==> config.mk <==
export PLATFORM = sky130hd
export DESIGN_NAME = gc_dram_refresh_ctrl_flat
export DESIGN_NICKNAME = d
export VERILOG_FILES = /design/src/rtl/gc_dram_refresh_ctrl_if.sv /design/src/rtl/gc_dram_refresh_ctrl.sv /design/src/flat_wrapper.sv
export SDC_FILE = /design/constraint.sdc
export NUM_CORES = 1
export LEC_CHECK = 0
export BUFFER_PORTS_ARGS = -buffer_cell sky130_fd_sc_hd__buf_2
export CORE_ASPECT_RATIO = 0.5
export CORE_MARGIN = 1.5
export CORE_UTILIZATION = 54
export DETAILED_ROUTE_END_ITERATION = 12
export GPL_TIMING_DRIVEN = 0
export PLACE_DENSITY = 0.76
export SYNTH_ARGS = -nofsm -noshare
export SYNTH_HDL_FRONTEND = slang
export SYNTH_SLANG_ARGS = --single-unit
==> constraint.sdc <==
create_clock -name clk -period 3.3 [get_ports clk]
set_clock_uncertainty 0.05 [all_clocks]
set_input_delay 0.33 -clock clk [delete_from_list [all_inputs] [get_ports clk]]
set_output_delay 0.33 -clock clk [all_outputs]
set_load 0.01 [all_outputs]
==> src/rtl/gc_dram_refresh_ctrl_if.sv <==
// ---------------------------------------------------------------------------
// gc_dram_refresh_ctrl_if
// Bundles the user request/response bus and the gain-cell macro port of the
// refresh controller.
//   slave  : the controller (gc_dram_refresh_ctrl)
//   master : the environment, i.e. the user agent plus the DRAM macro
// Signals:
//   usr_req/usr_we/usr_addr/usr_wdata  user request (master -> slave)
//   usr_gnt                            combinational grant (slave -> master)
//   usr_rdata/usr_rvalid               read response (slave -> master)
//   mem_re/mem_we/mem_raddr/mem_waddr/mem_in  macro commands (slave -> master)
//   mem_rd                             macro read data (master -> slave)
// ---------------------------------------------------------------------------
interface gc_dram_refresh_ctrl_if #(
    parameter int ADDR_W = 7,
    parameter int DATA_W = 64
);
    logic              usr_req;
    logic              usr_we;
    logic [ADDR_W-1:0] usr_addr;
    logic [DATA_W-1:0] usr_wdata;
    logic              usr_gnt;
    logic [DATA_W-1:0] usr_rdata;
    logic              usr_rvalid;

    logic              mem_re;
    logic              mem_we;
    logic [ADDR_W-1:0] mem_raddr;
    logic [ADDR_W-1:0] mem_waddr;
    logic [DATA_W-1:0] mem_in;
    logic [DATA_W-1:0] mem_rd;

    modport slave (
        input  usr_req, usr_we, usr_addr, usr_wdata, mem_rd,
        output usr_gnt, usr_rdata, usr_rvalid,
               mem_re, mem_we, mem_raddr, mem_waddr, mem_in
    );

    modport master (
        output usr_req, usr_we, usr_addr, usr_wdata, mem_rd,
        input  usr_gnt, usr_rdata, usr_rvalid,
               mem_re, mem_we, mem_raddr, mem_waddr, mem_in
    );
endinterface

==> src/rtl/gc_dram_refresh_ctrl.sv <==
// ---------------------------------------------------------------------------
// gc_dram_refresh_ctrl
// Front-end for the 128x64 gain-cell DRAM macro. Arbitrates single-port user
// reads/writes against periodic row refresh (read, capture, write-back).
// A credit is earned every REFRESH_INTERVAL cycles; user traffic wins until
// credits saturate at MAX_CREDIT, at which point refresh is forced. Rows the
// user wrote since the pointer last passed them are skipped (one cycle, no
// macro access) because the user write already restored their charge.
// Ports:
//   clk, rst_n   clock, asynchronous active-low reset
//   bus          gc_dram_refresh_ctrl_if.slave (user bus + macro port)
//   ref_busy     high while a refresh sequence owns the macro
//   ref_overrun  sticky: a credit was earned while already saturated
// ---------------------------------------------------------------------------
module gc_dram_refresh_ctrl #(
    parameter int ROWS             = 128,
    parameter int ADDR_W           = 7,
    parameter int DATA_W           = 64,
    parameter int REFRESH_INTERVAL = 15,
    parameter int MAX_CREDIT       = 4
) (
    input  logic                   clk,
    input  logic                   rst_n,
    gc_dram_refresh_ctrl_if.slave  bus,
    output logic                   ref_busy,
    output logic                   ref_overrun
);

    localparam int TICK_W = (REFRESH_INTERVAL > 1) ? $clog2(REFRESH_INTERVAL) : 1;
    localparam int CRED_W = $clog2(MAX_CREDIT + 1);

    typedef enum logic [1:0] {IDLE, REF_RD, REF_CAP, REF_WB} state_t;

    state_t              state, state_nxt;
    logic [TICK_W-1:0]   tick;
    logic [CRED_W-1:0]   credits;
    logic [ADDR_W-1:0]   ptr, ptr_inc;
    logic [ROWS-1:0]     dirty;

    logic                tick_wrap, credit_full, ref_want;
    logic                do_skip, do_start, grant, consume;

    logic                mem_re_q, mem_we_q, rd_pend, rvalid_q;
    logic [ADDR_W-1:0]   mem_raddr_q, mem_waddr_q;
    logic [DATA_W-1:0]   mem_in_q;

    assign tick_wrap   = (tick == TICK_W'(REFRESH_INTERVAL - 1));
    assign credit_full = (credits == CRED_W'(MAX_CREDIT));
    // Refresh yields to a pending user request unless credits are saturated.
    assign ref_want    = (state == IDLE) && (credits != '0) && (!bus.usr_req || credit_full);
    assign ptr_inc     = (ptr == ADDR_W'(ROWS - 1)) ? '0 : ptr + 1'b1;
    assign consume     = do_skip || do_start;

    // Next-state and grant decision; refresh is atomic so no grant outside IDLE.
    always_comb begin
        state_nxt = state;
        do_skip   = 1'b0;
        do_start  = 1'b0;
        grant     = 1'b0;
        case (state)
            IDLE: begin
                if (ref_want) begin
                    if (dirty[ptr]) begin
                        do_skip = 1'b1;
                    end else begin
                        do_start  = 1'b1;
                        state_nxt = REF_RD;
                    end
                end else begin
                    grant = bus.usr_req;
                end
            end
            REF_RD:  state_nxt = REF_CAP;
            REF_CAP: state_nxt = REF_WB;
            REF_WB:  state_nxt = IDLE;
            default: state_nxt = IDLE;
        endcase
    end

    // State register.
    always_ff @(posedge clk or negedge rst_n) begin
        if (!rst_n) state <= IDLE;
        else        state <= state_nxt;
    end

    // Free-running tick and credit bookkeeping; earn and spend in the same
    // cycle cancel out, even at saturation.
    always_ff @(posedge clk or negedge rst_n) begin
        if (!rst_n) begin
            tick        <= '0;
            credits     <= '0;
            ref_overrun <= 1'b0;
        end else begin
            tick <= tick_wrap ? '0 : tick + 1'b1;
            if (tick_wrap && !consume && !credit_full)
                credits <= credits + 1'b1;
            else if (!tick_wrap && consume)
                credits <= credits - 1'b1;
            if (tick_wrap && credit_full)
                ref_overrun <= 1'b1;
        end
    end

    // Refresh pointer and dirty-row tracking. A skip and a user write can
    // never coincide because a skip withholds the grant.
    always_ff @(posedge clk or negedge rst_n) begin
        if (!rst_n) begin
            ptr   <= '0;
            dirty <= '0;
        end else begin
            if (do_skip) begin
                dirty[ptr] <= 1'b0;
                ptr        <= ptr_inc;
            end else if (state == REF_WB) begin
                ptr <= ptr_inc;
            end
            if (grant && bus.usr_we)
                dirty[bus.usr_addr] <= 1'b1;
        end
    end

    // Registered macro commands. Only one source (user op, refresh read,
    // refresh write-back) is active in any cycle, so re/we never collide.
    // The write-back data is taken straight from mem_rd in REF_CAP.
    always_ff @(posedge clk or negedge rst_n) begin
        if (!rst_n) begin
            mem_re_q    <= 1'b0;
            mem_we_q    <= 1'b0;
            mem_raddr_q <= '0;
            mem_waddr_q <= '0;
            mem_in_q    <= '0;
            rd_pend     <= 1'b0;
            rvalid_q    <= 1'b0;
        end else begin
            mem_re_q <= 1'b0;
            mem_we_q <= 1'b0;
            rd_pend  <= 1'b0;
            rvalid_q <= rd_pend;
            if (grant) begin
                if (bus.usr_we) begin
                    mem_we_q    <= 1'b1;
                    mem_waddr_q <= bus.usr_addr;
                    mem_in_q    <= bus.usr_wdata;
                end else begin
                    mem_re_q    <= 1'b1;
                    mem_raddr_q <= bus.usr_addr;
                    rd_pend     <= 1'b1;
                end
            end
            if (do_start) begin
                mem_re_q    <= 1'b1;
                mem_raddr_q <= ptr;
            end
            if (state == REF_CAP) begin
                mem_we_q    <= 1'b1;
                mem_waddr_q <= ptr;
                mem_in_q    <= bus.mem_rd;
            end
        end
    end

    assign bus.usr_gnt    = grant;
    assign bus.usr_rvalid = rvalid_q;
    assign bus.usr_rdata  = rvalid_q ? bus.mem_rd : '0;
    assign bus.mem_re     = mem_re_q;
    assign bus.mem_we     = mem_we_q;
    assign bus.mem_raddr  = mem_raddr_q;
    assign bus.mem_waddr  = mem_waddr_q;
    assign bus.mem_in     = mem_in_q;
    assign ref_busy       = (state != IDLE);

endmodule

==> src/flat_wrapper.sv <==
// flat-port wrapper written by rule: the top's interface ports become plain ports
module gc_dram_refresh_ctrl_flat 
#(
    parameter int ROWS             = 128,
    parameter int ADDR_W           = 7,
    parameter int DATA_W           = 64,
    parameter int REFRESH_INTERVAL = 15,
    parameter int MAX_CREDIT       = 4
)
  (clk, rst_n, ref_busy, ref_overrun, bus_usr_req, bus_usr_we, bus_usr_addr, bus_usr_wdata, bus_mem_rd, bus_usr_gnt, bus_usr_rdata, bus_usr_rvalid, bus_mem_re, bus_mem_we, bus_mem_raddr, bus_mem_waddr, bus_mem_in);
  gc_dram_refresh_ctrl_if #(.ADDR_W(ADDR_W), .DATA_W(DATA_W)) bus_i ();
  input  logic clk;
  input  logic rst_n;
  output logic ref_busy;
  output logic ref_overrun;
  input wire logic [$bits(bus_i.usr_req)-1:0] bus_usr_req;
  input wire logic [$bits(bus_i.usr_we)-1:0] bus_usr_we;
  input wire logic [$bits(bus_i.usr_addr)-1:0] bus_usr_addr;
  input wire logic [$bits(bus_i.usr_wdata)-1:0] bus_usr_wdata;
  input wire logic [$bits(bus_i.mem_rd)-1:0] bus_mem_rd;
  output wire logic [$bits(bus_i.usr_gnt)-1:0] bus_usr_gnt;
  output wire logic [$bits(bus_i.usr_rdata)-1:0] bus_usr_rdata;
  output wire logic [$bits(bus_i.usr_rvalid)-1:0] bus_usr_rvalid;
  output wire logic [$bits(bus_i.mem_re)-1:0] bus_mem_re;
  output wire logic [$bits(bus_i.mem_we)-1:0] bus_mem_we;
  output wire logic [$bits(bus_i.mem_raddr)-1:0] bus_mem_raddr;
  output wire logic [$bits(bus_i.mem_waddr)-1:0] bus_mem_waddr;
  output wire logic [$bits(bus_i.mem_in)-1:0] bus_mem_in;
  assign bus_i.usr_req = bus_usr_req;
  assign bus_i.usr_we = bus_usr_we;
  assign bus_i.usr_addr = bus_usr_addr;
  assign bus_i.usr_wdata = bus_usr_wdata;
  assign bus_i.mem_rd = bus_mem_rd;
  assign bus_usr_gnt = bus_i.usr_gnt;
  assign bus_usr_rdata = bus_i.usr_rdata;
  assign bus_usr_rvalid = bus_i.usr_rvalid;
  assign bus_mem_re = bus_i.mem_re;
  assign bus_mem_we = bus_i.mem_we;
  assign bus_mem_raddr = bus_i.mem_raddr;
  assign bus_mem_waddr = bus_i.mem_waddr;
  assign bus_mem_in = bus_i.mem_in;
  gc_dram_refresh_ctrl #(.ROWS(ROWS), .ADDR_W(ADDR_W), .DATA_W(DATA_W), .REFRESH_INTERVAL(REFRESH_INTERVAL), .MAX_CREDIT(MAX_CREDIT)) u_core (.clk(clk), .rst_n(rst_n), .bus(bus_i), .ref_busy(ref_busy), .ref_overrun(ref_overrun));
endmodule
==> flow_metrics.tcl <==
set metrics [dict create \
    fmax_mhz 307 \
    grt.overflow.total 0 \
    final_common_cell "buf_2" \
    grt_use_total_pct 39.6 \
    cts_sinks 227 \
    cts_tree "built" \
    min_period_ns 3.26 \
    synth_enable_flop_cells 0 \
    syn-num-nets 1296 \
    placed_cell_area_um2 13700 \
    max_slew.worst_pin.slew_ns 0.906 \
    clk_pin_slew_ns 0.07 \
    syn_inst 1151 \
    grt_pass1_vias 11500 \
    yosys_register_bits 227 \
    synthArstFlopShare_pct 100 \
    path_buf_inv 5 \
    regToRegStartpoint "u_core.ptr[0]$_DFFE_PN0P_" \
    path_class "flop to flop" \
    syn_to_final_growth_pct 26.3 \
    cp_max_fo 10 \
    ys_types 52 \
    startpoint_type "flop" \
    max_slew_margin_pct 39.6 \
    finalMaxSlewViolations 0 \
    core_area_um2 21600 \
    yosysSeqAreaShare_pct 47.9 \
    setup-violations-final 0 \
    grt_first_pass_wirelength_um 67800 \
    cts-buffers-inserted 21 \
    ctsRootBufferMaster "clkbuf_16" \
    ios 287 \
    crit_chain "buf_12 > buf_12 > mux4_1 > o22ai_1 > a211oi_1 > a22oi_2 > o311a_1 > buf_6 > or4b_4 > buf_6 > buf_6 > a21o_1" \
    hpwl_um 31900 \
    start_util_pct 54.9 \
    avgSynthCellArea_um2 10.3 \
    drt_iter0_markers 1445 \
    final_cell_mix "283 x buf_2, 226 x dfrtp_1, 203 x o21ai_0" \
    ir_drop_uv 487 \
    fin_crit_sh_pct 98.7 \
    avgViaCountPerCell 6.45 \
    worstHoldStart "bus_mem_rd[33]" \
    synth_ff_type "dfrtp_1" \
    r2r_cells 12 \
    hold_path_depth 3 \
    rsz0062_at_grt "no" \
    ant_nets 0 \
    rr_endpoint "u_core.dirty[121]$_DFF_PN0_" \
    final_nets 1649 \
    htreeDepth 1 \
    yosysWarningCount 0 \
    synth_area_um2 11800 \
    critPathSlowestCell "or4b_4" \
    die_width_um 212 \
    leakage_nw 7.14 \
    antenna_found_initial 9 \
    ff2ff_setup_slack_ns 0.04 \
    cpPeakStageDelay_ns 0.51 \
    total_power_mw 12.6 \
    cp_top_family "compound AO/OA/AOI/OAI gates" \
    post_drt_wl_per_cell_um 24.8 \
    place_congestion 1.02 \
    portBuffers 282 \
    die_h_um 108 \
    fin_area_um2 15000 \
    die-area_um2 22900 \
    vias 11800 \
    hp-class "input pin to flop" \
    endpoint_kind "flop" \
    p_per_area_nw_per_um2 841 \
    num_rows 38 \
    holdPathEnd "u_core.bus.mem_in[33]$_DFFE_PN0P_" \
    first_pass_iters 5 \
    drc 0 \
    arrival_ns 3.62 \
    clk_latency_ns 0.52 \
    hold_violations 0 \
    routed_wl_um 45300 \
    n_fill_cell 1687 \
    layout-drive-gt1-share_pct 25.3 \
    cts_buffer_depth 3 \
    drv_cap 0 \
    status "finished clean" \
    crit_required_ns 3.66 \
    grt_max_degree 123 \
    cpMostUsedCell "buf_6" \
]
==> area by class of cell <==
type / count / area [µm²] / area share [%]
Buffer: 102 / 538 / 3.60
Multi-Input combinational cell: 812 / 5730 / 38.3
Timing Repair Buffer: 331 / 1930 / 12.9
Antenna cell: 6 / 15.0 / 0.100
Sequential cell: 227 / 5680 / 38.0
Inverter: 9 / 33.8 / 0.226
Tap cell: 300 / 375 / 2.51
Clock inverter: 6 / 61.3 / 0.410
Clock buffer: 32 / 607 / 4.06
==> where the power goes <==
group / switching, mW / internal, mW / leakage [nW]
Clock: 1.10 / 1.35 / 0.326
Sequential: 0.438 / 3.46 / 2.80
Combinational: 3.99 / 2.25 / 4.02
==> worst reg2reg max path: stages, from the launching register on <==
cell	delay [ns]
dfrtp_2	0.45
buf_12	0.17
buf_12	0.18
mux4_1	0.37
o22ai_1	0.09
a211oi_1	0.33
a22oi_2	0.14
o311a_1	0.17
buf_6	0.17
or4b_4	0.52
buf_6	0.16
buf_6	0.17
a21o_1	0.19
==> cells in the mapped netlist, types with 3 or more instances <==
master    instances  area, µm²
dfrtp_1         227       5680
o21ai_0         203       1020
nand2_1         156        586
o41ai_1          96        841
mux2i_1          81        811
clkbuf_1         76        285
and2_1           74        463
a21o_1           32        240
nand3_1          22        110
mux4_2           16        360
nor2b_1          16        100
buf_2            15       75.1
nor2_1           15       56.3
mux4_1           13        342
inv_1             9       33.8
nor3_1            8       40.0
a221o_1           7       70.1
buf_6             7       78.8
mux2_2            7       78.8
nand2b_1          6       37.5
a211oi_1          5       37.5
a21oi_1           5       25.0
ha_1              5       62.6
a22oi_1           4       30.0
nand4_1           4       25.0
o311ai_0          4       35.0
buf_4             3       22.5
or4_1             3       22.5
==> sequential cells by signal, summed over array words and instances (netlist names) <==
register and cells:
u_core.rd_pend 1, u_core.bus.mem_in 64, u_core.dirty 128, u_core.ref_overrun 1
u_core.tick 4, u_core.bus.mem_re 1, u_core.ptr 7, u_core.bus.mem_we 1
u_core.bus.mem_raddr 7, u_core.bus.mem_waddr 7, u_core.state 2, u_core.bus.usr_rvalid 1
u_core.credits 3
==> cell families (layout without fill, tap and decap cells) <==
| family | after synthesis | after routing | synth area share, % |
|---|---|---|---|
| simple gates | 316 | 316 | 12.9 |
| xor+xnor | 2 | 2 | 0.148 |
| other cells | 0 | 6 | 0 |
| flops | 227 | 227 | 47.9 |
| buf+inv | 112 | 480 | 4.38 |
| fa+ha+maj | 6 | 6 | 0.697 |
| compound gates | 371 | 371 | 20.5 |
| mux | 117 | 117 | 13.4 |
==> worst max path at each step <==
stage / startpoint / end / slack, ns / depth (start not counted)
global placement: rst_n / u_core.bus.mem_in[39]$_DFFE_PN0P_ / -2.13 / 1
floorplan: u_core.ptr[0]$_DFFE_PN0P_ / u_core.dirty[105]$_DFF_PN0_ / 0.49 / 12
global route: u_core.ptr[0]$_DFFE_PN0P_ / u_core.dirty[121]$_DFF_PN0_ / 0.0003 / 12
finish: u_core.ptr[0]$_DFFE_PN0P_ / u_core.dirty[121]$_DFF_PN0_ / 0.04 / 12
detailed placement: u_core.ptr[1]$_DFFE_PN0P_ / u_core.dirty[55]$_DFF_PN0_ / -0.20 / 13
CTS: u_core.ptr[0]$_DFFE_PN0P_ / u_core.dirty[80]$_DFF_PN0_ / -0.009 / 11
==> layer usage <==
layer / part of all wire [%] / wire length [µm] / vias to the layer above / GRT usage (%)
met1: 40 / 18000 / 5840 / 54.4
met3: 11 / 4970 / 149 / 10.2
li1: - / - / 4986 / -
met2: 45 / 20400 / 787 / 59.9
met4: 4.1 / 1860 / 2 / 16.9
met5: 0.018 / 8 / - / 0
==> repair_timing <==
item                       4_1_cts  5_1_grt
pin swaps                        0        1
hold buffers                    47        0
setup endpoints to repair       97      132
setup buffers                    0        1
resized for setup                5       39
hold endpoints to repair       151        0
==> per-stage QoR <==
stage | hold slack (ns) | setup TNS [ns] | util (%) | worst slack (ns) | instances
after floorplan | -0.0156 | 0 | - | 0.488 | 1151
after global placement | 0.286 | -489.38 | 63.2 | -2.13 | 1733
after detailed placement | 0.291 | -11.97 | 63.3 | -0.200 | 1734
after CTS | 0.000197 | -0.0169 | 68.7 | -0.00890 | 1819
after global routing | 0.0168 | 0 | 69.3 | 0.000278 | 1823
final | 0.00559 | 0 | 69.3 | 0.0417 | 1825
Power figures use the tool's default switching activity.
